==> src/rtl/ds18b20_temp_to_bcd_if.sv <==
// Sample/result bundle between a DS18B20 reader and the BCD converter.
// The master drives raw samples; the slave (converter) returns busy and BCD results.
interface ds18b20_temp_to_bcd_if;
    logic [15:0] temp_data;
    logic        temp_valid;
    logic        busy;
    logic        out_valid;
    logic        sign;
    logic [3:0]  bcd_hund;
    logic [3:0]  bcd_tens;
    logic [3:0]  bcd_ones;
    logic [3:0]  bcd_frac;
    logic        range_err;

    modport master (
        output temp_data, temp_valid,
        input  busy, out_valid, sign, bcd_hund, bcd_tens, bcd_ones, bcd_frac, range_err
    );

    modport slave (
        input  temp_data, temp_valid,
        output busy, out_valid, sign, bcd_hund, bcd_tens, bcd_ones, bcd_frac, range_err
    );
endinterface

==> src/rtl/ds18b20_temp_to_bcd.sv <==
// DS18B20 raw temperature to sign + 3 integer BCD digits + 1 fraction digit (double dabble).
// Optional range flagging of samples outside -55..+125 degC: define DS18B20_RANGE_CHECK_EN.
module ds18b20_temp_to_bcd (
    input  logic                          sysclk,
    input  logic                          rst_n,
    ds18b20_temp_to_bcd_if.slave          bus
);
    typedef enum logic [1:0] {IDLE, PREP, SHIFT, DONE} state_t;

    state_t      r_state;
    state_t      w_state_next;
    logic        r_raw_s;
    logic [10:0] r_raw_lo;
    logic        r_neg;
    logic [7:0]  r_bin;
    logic [11:0] r_bcd;
    logic [3:0]  r_frac;
    logic [2:0]  r_cnt;
    logic        r_out_valid;
    logic        r_sign;
    logic [3:0]  r_hund;
    logic [3:0]  r_tens;
    logic [3:0]  r_ones;
    logic [3:0]  r_frac_out;
    logic [10:0] w_mag;
    logic [3:0]  w_frac;
    logic [11:0] w_adj;

`ifdef DS18B20_RANGE_CHECK_EN
    logic [3:0]  r_raw_mid;
    logic        r_oor;
    logic        r_range_err;
    logic [15:0] w_raw;
    logic        w_oor;

    assign w_raw = {r_raw_s, r_raw_mid, r_raw_lo};
    assign w_oor = ($signed(w_raw) > $signed(16'h07D0)) || ($signed(w_raw) < $signed(16'hFC90));
    assign bus.range_err = r_range_err;
`else
    assign bus.range_err = 1'b0;
`endif

    // Only the low 11 bits of the magnitude matter, and they negate independently of the upper bits.
    assign w_mag = r_raw_s ? (~r_raw_lo + 11'd1) : r_raw_lo;

    // (nibble * 10) >> 4, truncated
    always_comb begin
        w_frac = 4'd0;
        case (w_mag[3:0])
            4'd0, 4'd1:   w_frac = 4'd0;
            4'd2, 4'd3:   w_frac = 4'd1;
            4'd4:         w_frac = 4'd2;
            4'd5, 4'd6:   w_frac = 4'd3;
            4'd7:         w_frac = 4'd4;
            4'd8, 4'd9:   w_frac = 4'd5;
            4'd10, 4'd11: w_frac = 4'd6;
            4'd12:        w_frac = 4'd7;
            4'd13, 4'd14: w_frac = 4'd8;
            default:      w_frac = 4'd9;
        endcase
    end

    genvar gi;
    generate
        for (gi = 0; gi < 3; gi++) begin : g_adj
            assign w_adj[gi*4 +: 4] = (r_bcd[gi*4 +: 4] >= 4'd5) ? (r_bcd[gi*4 +: 4] + 4'd3)
                                                                : r_bcd[gi*4 +: 4];
        end
    endgenerate

    always_comb begin
        w_state_next = r_state;
        case (r_state)
            IDLE:    if (bus.temp_valid) w_state_next = PREP;
            PREP:    w_state_next = SHIFT;
            SHIFT:   if (r_cnt == 3'd7) w_state_next = DONE;
            DONE:    w_state_next = IDLE;
            default: w_state_next = IDLE;
        endcase
    end

    always_ff @(posedge sysclk or negedge rst_n) begin
        if (!rst_n) r_state <= IDLE;
        else        r_state <= w_state_next;
    end

    always_ff @(posedge sysclk or negedge rst_n) begin
        if (!rst_n) begin
            r_raw_s     <= 1'b0;
            r_raw_lo    <= 11'd0;
            r_neg       <= 1'b0;
            r_bin       <= 8'd0;
            r_bcd       <= 12'd0;
            r_frac      <= 4'd0;
            r_cnt       <= 3'd0;
            r_out_valid <= 1'b0;
            r_sign      <= 1'b0;
            r_hund      <= 4'd0;
            r_tens      <= 4'd0;
            r_ones      <= 4'd0;
            r_frac_out  <= 4'd0;
`ifdef DS18B20_RANGE_CHECK_EN
            r_raw_mid   <= 4'd0;
            r_oor       <= 1'b0;
            r_range_err <= 1'b0;
`endif
        end else begin
            r_out_valid <= 1'b0;
            case (r_state)
                IDLE: if (bus.temp_valid) begin
                    r_raw_s  <= bus.temp_data[15];
                    r_raw_lo <= bus.temp_data[10:0];
`ifdef DS18B20_RANGE_CHECK_EN
                    r_raw_mid <= bus.temp_data[14:11];
`endif
                end
                PREP: begin
                    r_neg  <= r_raw_s;
                    r_bin  <= {1'b0, w_mag[10:4]};
                    r_bcd  <= 12'd0;
                    r_frac <= w_frac;
                    r_cnt  <= 3'd0;
`ifdef DS18B20_RANGE_CHECK_EN
                    r_oor  <= w_oor;
`endif
                end
                SHIFT: begin
                    r_bcd <= {w_adj[10:0], r_bin[7]};
                    r_bin <= {r_bin[6:0], 1'b0};
                    r_cnt <= r_cnt + 3'd1;
                end
                DONE: begin
                    r_out_valid <= 1'b1;
`ifdef DS18B20_RANGE_CHECK_EN
                    r_range_err <= r_oor;
                    if (!r_oor) begin
`else
                    begin
`endif
                        r_sign     <= r_neg;
                        r_hund     <= r_bcd[11:8];
                        r_tens     <= r_bcd[7:4];
                        r_ones     <= r_bcd[3:0];
                        r_frac_out <= r_frac;
                    end
                end
                default: ;
            endcase
        end
    end

    assign bus.busy      = (r_state != IDLE);
    assign bus.out_valid = r_out_valid;
    assign bus.sign      = r_sign;
    assign bus.bcd_hund  = r_hund;
    assign bus.bcd_tens  = r_tens;
    assign bus.bcd_ones  = r_ones;
    assign bus.bcd_frac  = r_frac_out;
endmodule
==> src/flat_wrapper.sv <==
// flat-port wrapper written by rule: the top's interface ports become plain ports
module ds18b20_temp_to_bcd_flat 
  (sysclk, rst_n, bus_temp_data, bus_temp_valid, bus_busy, bus_out_valid, bus_sign, bus_bcd_hund, bus_bcd_tens, bus_bcd_ones, bus_bcd_frac, bus_range_err);
  ds18b20_temp_to_bcd_if bus_i ();
  input  logic sysclk;
  input  logic rst_n;
  input wire logic [$bits(bus_i.temp_data)-1:0] bus_temp_data;
  input wire logic [$bits(bus_i.temp_valid)-1:0] bus_temp_valid;
  output wire logic [$bits(bus_i.busy)-1:0] bus_busy;
  output wire logic [$bits(bus_i.out_valid)-1:0] bus_out_valid;
  output wire logic [$bits(bus_i.sign)-1:0] bus_sign;
  output wire logic [$bits(bus_i.bcd_hund)-1:0] bus_bcd_hund;
  output wire logic [$bits(bus_i.bcd_tens)-1:0] bus_bcd_tens;
  output wire logic [$bits(bus_i.bcd_ones)-1:0] bus_bcd_ones;
  output wire logic [$bits(bus_i.bcd_frac)-1:0] bus_bcd_frac;
  output wire logic [$bits(bus_i.range_err)-1:0] bus_range_err;
  assign bus_i.temp_data = bus_temp_data;
  assign bus_i.temp_valid = bus_temp_valid;
  assign bus_busy = bus_i.busy;
  assign bus_out_valid = bus_i.out_valid;
  assign bus_sign = bus_i.sign;
  assign bus_bcd_hund = bus_i.bcd_hund;
  assign bus_bcd_tens = bus_i.bcd_tens;
  assign bus_bcd_ones = bus_i.bcd_ones;
  assign bus_bcd_frac = bus_i.bcd_frac;
  assign bus_range_err = bus_i.range_err;
  ds18b20_temp_to_bcd u_core (.sysclk(sysclk), .rst_n(rst_n), .bus(bus_i));
endmodule
==> config.mk <==
export PLATFORM = sky130hd
export DESIGN_NAME = ds18b20_temp_to_bcd_flat
export DESIGN_NICKNAME = d
export VERILOG_FILES = /design/src/rtl/ds18b20_temp_to_bcd_if.sv /design/src/rtl/ds18b20_temp_to_bcd.sv /design/src/flat_wrapper.sv
export SDC_FILE = /design/constraint.sdc
export NUM_CORES = 1
export LEC_CHECK = 0
export BUFFER_PORTS_ARGS = -buffer_cell sky130_fd_sc_hd__buf_2
export CAP_MARGIN = 20
export CORE_MARGIN = 4
export CORE_UTILIZATION = 40
export DETAILED_ROUTE_END_ITERATION = 16
export SLEW_MARGIN = 10
export SYNTH_ARGS = -nofsm -noshare
export SYNTH_HDL_FRONTEND = slang
export SYNTH_SLANG_ARGS = --single-unit
==> constraint.sdc <==
create_clock -name sysclk -period 1.85 [get_ports sysclk]
set_clock_uncertainty 0.05 [all_clocks]
set_input_delay 0.185 -clock sysclk [delete_from_list [all_inputs] [get_ports sysclk]]
set_output_delay 0.185 -clock sysclk [all_outputs]
set_load 0.005 [all_outputs]
==> flow_summary.yaml <==
power_and_ir_drop:
  pwr-share-seq_pct: 32.1
  leakage_uw: 0.00174
  switching_share_pct: 37.5
  internal-power_uw: 3980
  netSwitchingPower_uw: 2390
  pwr-share-comb_pct: 47.6
  p_clk_share_pct: 20.3
  p_per_area_nw_per_um2: 1710
  vdd.ir_drop.worst_mv: 1.14
logic_synthesis:
  synth_cell_types: 44
  yosys_most_used_dff: "dfrtp_1"
  syn_avg_cell_area_um2: 11.0
  syn_nets: 317
  ys_ff_latch: 60
  ys_top_cells_by_area: "dfrtp_1 49%, mux2_2 12%, ha_1 6.9%"
  netlist_area_um2: 3090
  async_flop_share_pct: 100
  synth-edff-count: 0
  syn_inst: 281
  yosysTopAreaCellShare_pct: 48.6
  ys_warn_count: 0
  synth_top_area_cell: "dfrtp_1"
  yosysSeqAreaShare_pct: 48.6
setup_path:
  path_class: "flip-flop to flip-flop"
  critPathCaptureType: "flip-flop"
  worst-path-buf-inv: 1
  cp_max_fo: 5
  crit_family: "simple AND/OR/NAND/NOR gates"
  critPathRequiredTime_ns: 2.01
  crit_slowest_cell: "or4_1"
  path_cells: "buf_4 -> or4_1 -> o21ai_0 -> xor2_1 -> o221ai_1"
  slowest_delay_ns: 0.48
  crit_path_start_kind: "flip-flop"
  crit_arrival_ns: 1.92
sta:
  hold_violations: 0
  drv_slew: 0
  period_share_pct: 95.4
  finalCriticalPeriod_ns: 1.76
  fmax_mhz: 567
  rsz0062_at_grt: "false"
  finalSetupViolCount: 0
  setup_tns_ns: 0
clock_tree:
  post_cts_buffers: 0
  cts.sink_count: 60
  clock_path_buffers: 2
  clk_pin_slew_ns: 0.07
  cts-root-buf: "clkbuf_8"
  tritoncts: "built"
  cts-buffers-inserted: 9
  clk_latency_ns: 0.34
  htreeDepth: 3
routing:
  vias_per_cell: 4.99
  wl_met2_mm: 2.53
  route.vias.total: 2165
  drc: 0
  met1_length_mm: 2.73
  antenna_left: 0
  dr_wl_met3_um: 257
  wire_per_inst_um: 12.9
  drt_first_pass_iters: 4
  top_layer_used: "met4"
  drt_iter0_drc: 84
  routed_wl_mm: 5.61
placement:
  dp_hpwl_mm: 4.03
  numPortBuffers: 33
  gp_congestion: 0.748
cells_and_area:
  final_layout_size_suffix_gt1_share_pct: 33.1
  area_growth_pct: 20.8
  final_cell_mix: "59 x dfrtp_1, 34 x mux2_2, 33 x buf_2"
  n_fill_cell: 680
  layout_commonest_cell: "dfrtp_1"
  utilization_pct: 50.7
  antenna_cells: 0
  nNetsFinal: 366
run_status:
  status: "finished, final reports clean"
min_path:
  hp-class: "primary input to flip-flop"
job:
  maxCapViolations: 0
global_route:
  overflow: 0
  grt_pass1_wl_mm: 9.92
  track_usage_pct: 14.1
  grt_max_degree: 61
  antenna_found_initial: 0
  grt_pass1_vias: 2153
floorplan:
  die_h_um: 95.9
  die_x_um: 95.9
  initial_core_util_pct: 42.0
  dieArea_um2: 9200
  rows: 31
  io-pin-count: 39
  coreArea_um2: 7370
==> final timing paths <==
check,start,to,slack (ns),depth (start not counted)
max,u_core.r_raw_lo[0],u_core.r_bin[1],0.09,5
min,bus_temp_data[8],u_core.r_raw_lo[8],0.03,2
max reg2reg,u_core.r_raw_lo[0],u_core.r_bin[1],0.09,5
min reg2reg,u_core.r_cnt[0],u_core.r_cnt[0],0.44,1
max in group asynchronous,rst_n,u_core.r_raw_lo[0],1.13,3
min in group asynchronous,rst_n,u_core.bus.bcd_hund[0],0.32,3
==> what timing repair did <==
action | in CTS | in global routing
cloned | 0 | 0
pin swaps | 0 | 2
hold buffers | 1 | 0
setup endpoints to repair | 1 | 5
hold endpoints to repair | 60 | 0
resized for setup | 1 | 5
==> routing by layer <==
layer	track usage (%)	up-vias
li1	-	1087
met1	18.6	1034
met2	21.0	37
met3	4.53	7
met4	6.40	0
met5	0	-
==> state kept, by name (all words and copies together) (netlist names), 2 cells and up <==
signal and count:
u_core.bus.bcd_ones 4, u_core.bus.bcd_tens 4, u_core.r_frac 4, u_core.r_bcd 12, u_core.bus.bcd_hund 4, u_core.r_state 2
u_core.r_cnt 3, u_core.bus.bcd_frac 4, u_core.r_bin 8, u_core.r_raw_lo 11
==> power by group through the flow <==
stage	logic, µW	registers [µW]	clock network, µW
4_1_cts	3020	2050	1330
5_1_grt	3420	2110	1400
2_1_floorplan	2120	2030	0
3_5_place_dp	2990	2070	0
6_report	3030	2050	1290
3_3_place_gp	2940	2060	0
==> cell families after synthesis <==
family / count (synthesis) / synth area share [%]
flops: 60 / 48.6
simple gates: 55 / 9.51
compound gates: 53 / 12.0
buf+inv: 45 / 5.87
mux: 38 / 13.7
fa+ha+maj: 17 / 6.88
xor+xnor: 12 / 3.40
other cells: 1 / 0.121
==> cell type report <==
type / instances / area (µm²) / area share [%]
clock buffers: 11 / 141 / 3.78
clock inverters: 5 / 75.1 / 2.01
repair buffers: 53 / 343 / 9.18
well taps: 99 / 124 / 3.32
multi-input cells: 176 / 1440 / 38.5
inverters: 30 / 113 / 3.01
flip-flops and latches: 60 / 1500 / 40.2
==> cells in the mapped netlist, types with 4 or more instances <==
| master | count |
|---|---|
| buf_2 | 4 |
| mux2i_1 | 4 |
| nand2b_1 | 5 |
| inv_1 | 29 |
| mux2_2 | 34 |
| dfrtp_1 | 60 |
| ha_1 | 17 |
| nand2_1 | 11 |
| o22ai_1 | 9 |
| a21oi_1 | 7 |
| nor2b_1 | 6 |
| clkbuf_1 | 6 |
| nor2_1 | 9 |
| o21ai_0 | 12 |
| xnor2_1 | 10 |
| nand3_1 | 11 |
| a31oi_1 | 6 |
==> through the flow <==
| stage | hold slack [ns] | worst slack, ns | total power (µW) | cell area [µm²] | std cells |
|---|---|---|---|---|---|
| 3_3_place_gp | 0.168 | 0.0454 | 5000 | 3490 | 417 |
| 2_1_floorplan | -0.161 | 0.0537 | 4150 | 3110 | 281 |
| 5_1_grt | 0.00697 | 0.0264 | 6920 | 3740 | 434 |
| 6_report | 0.0255 | 0.0859 | 6370 | 3740 | 434 |
| 3_5_place_dp | 0.168 | 0.0117 | 5070 | 3490 | 417 |
| 4_1_cts | 0.00867 | 0.0105 | 6400 | 3720 | 434 |
No activity file was read; power rests on OpenSTA's default activity.
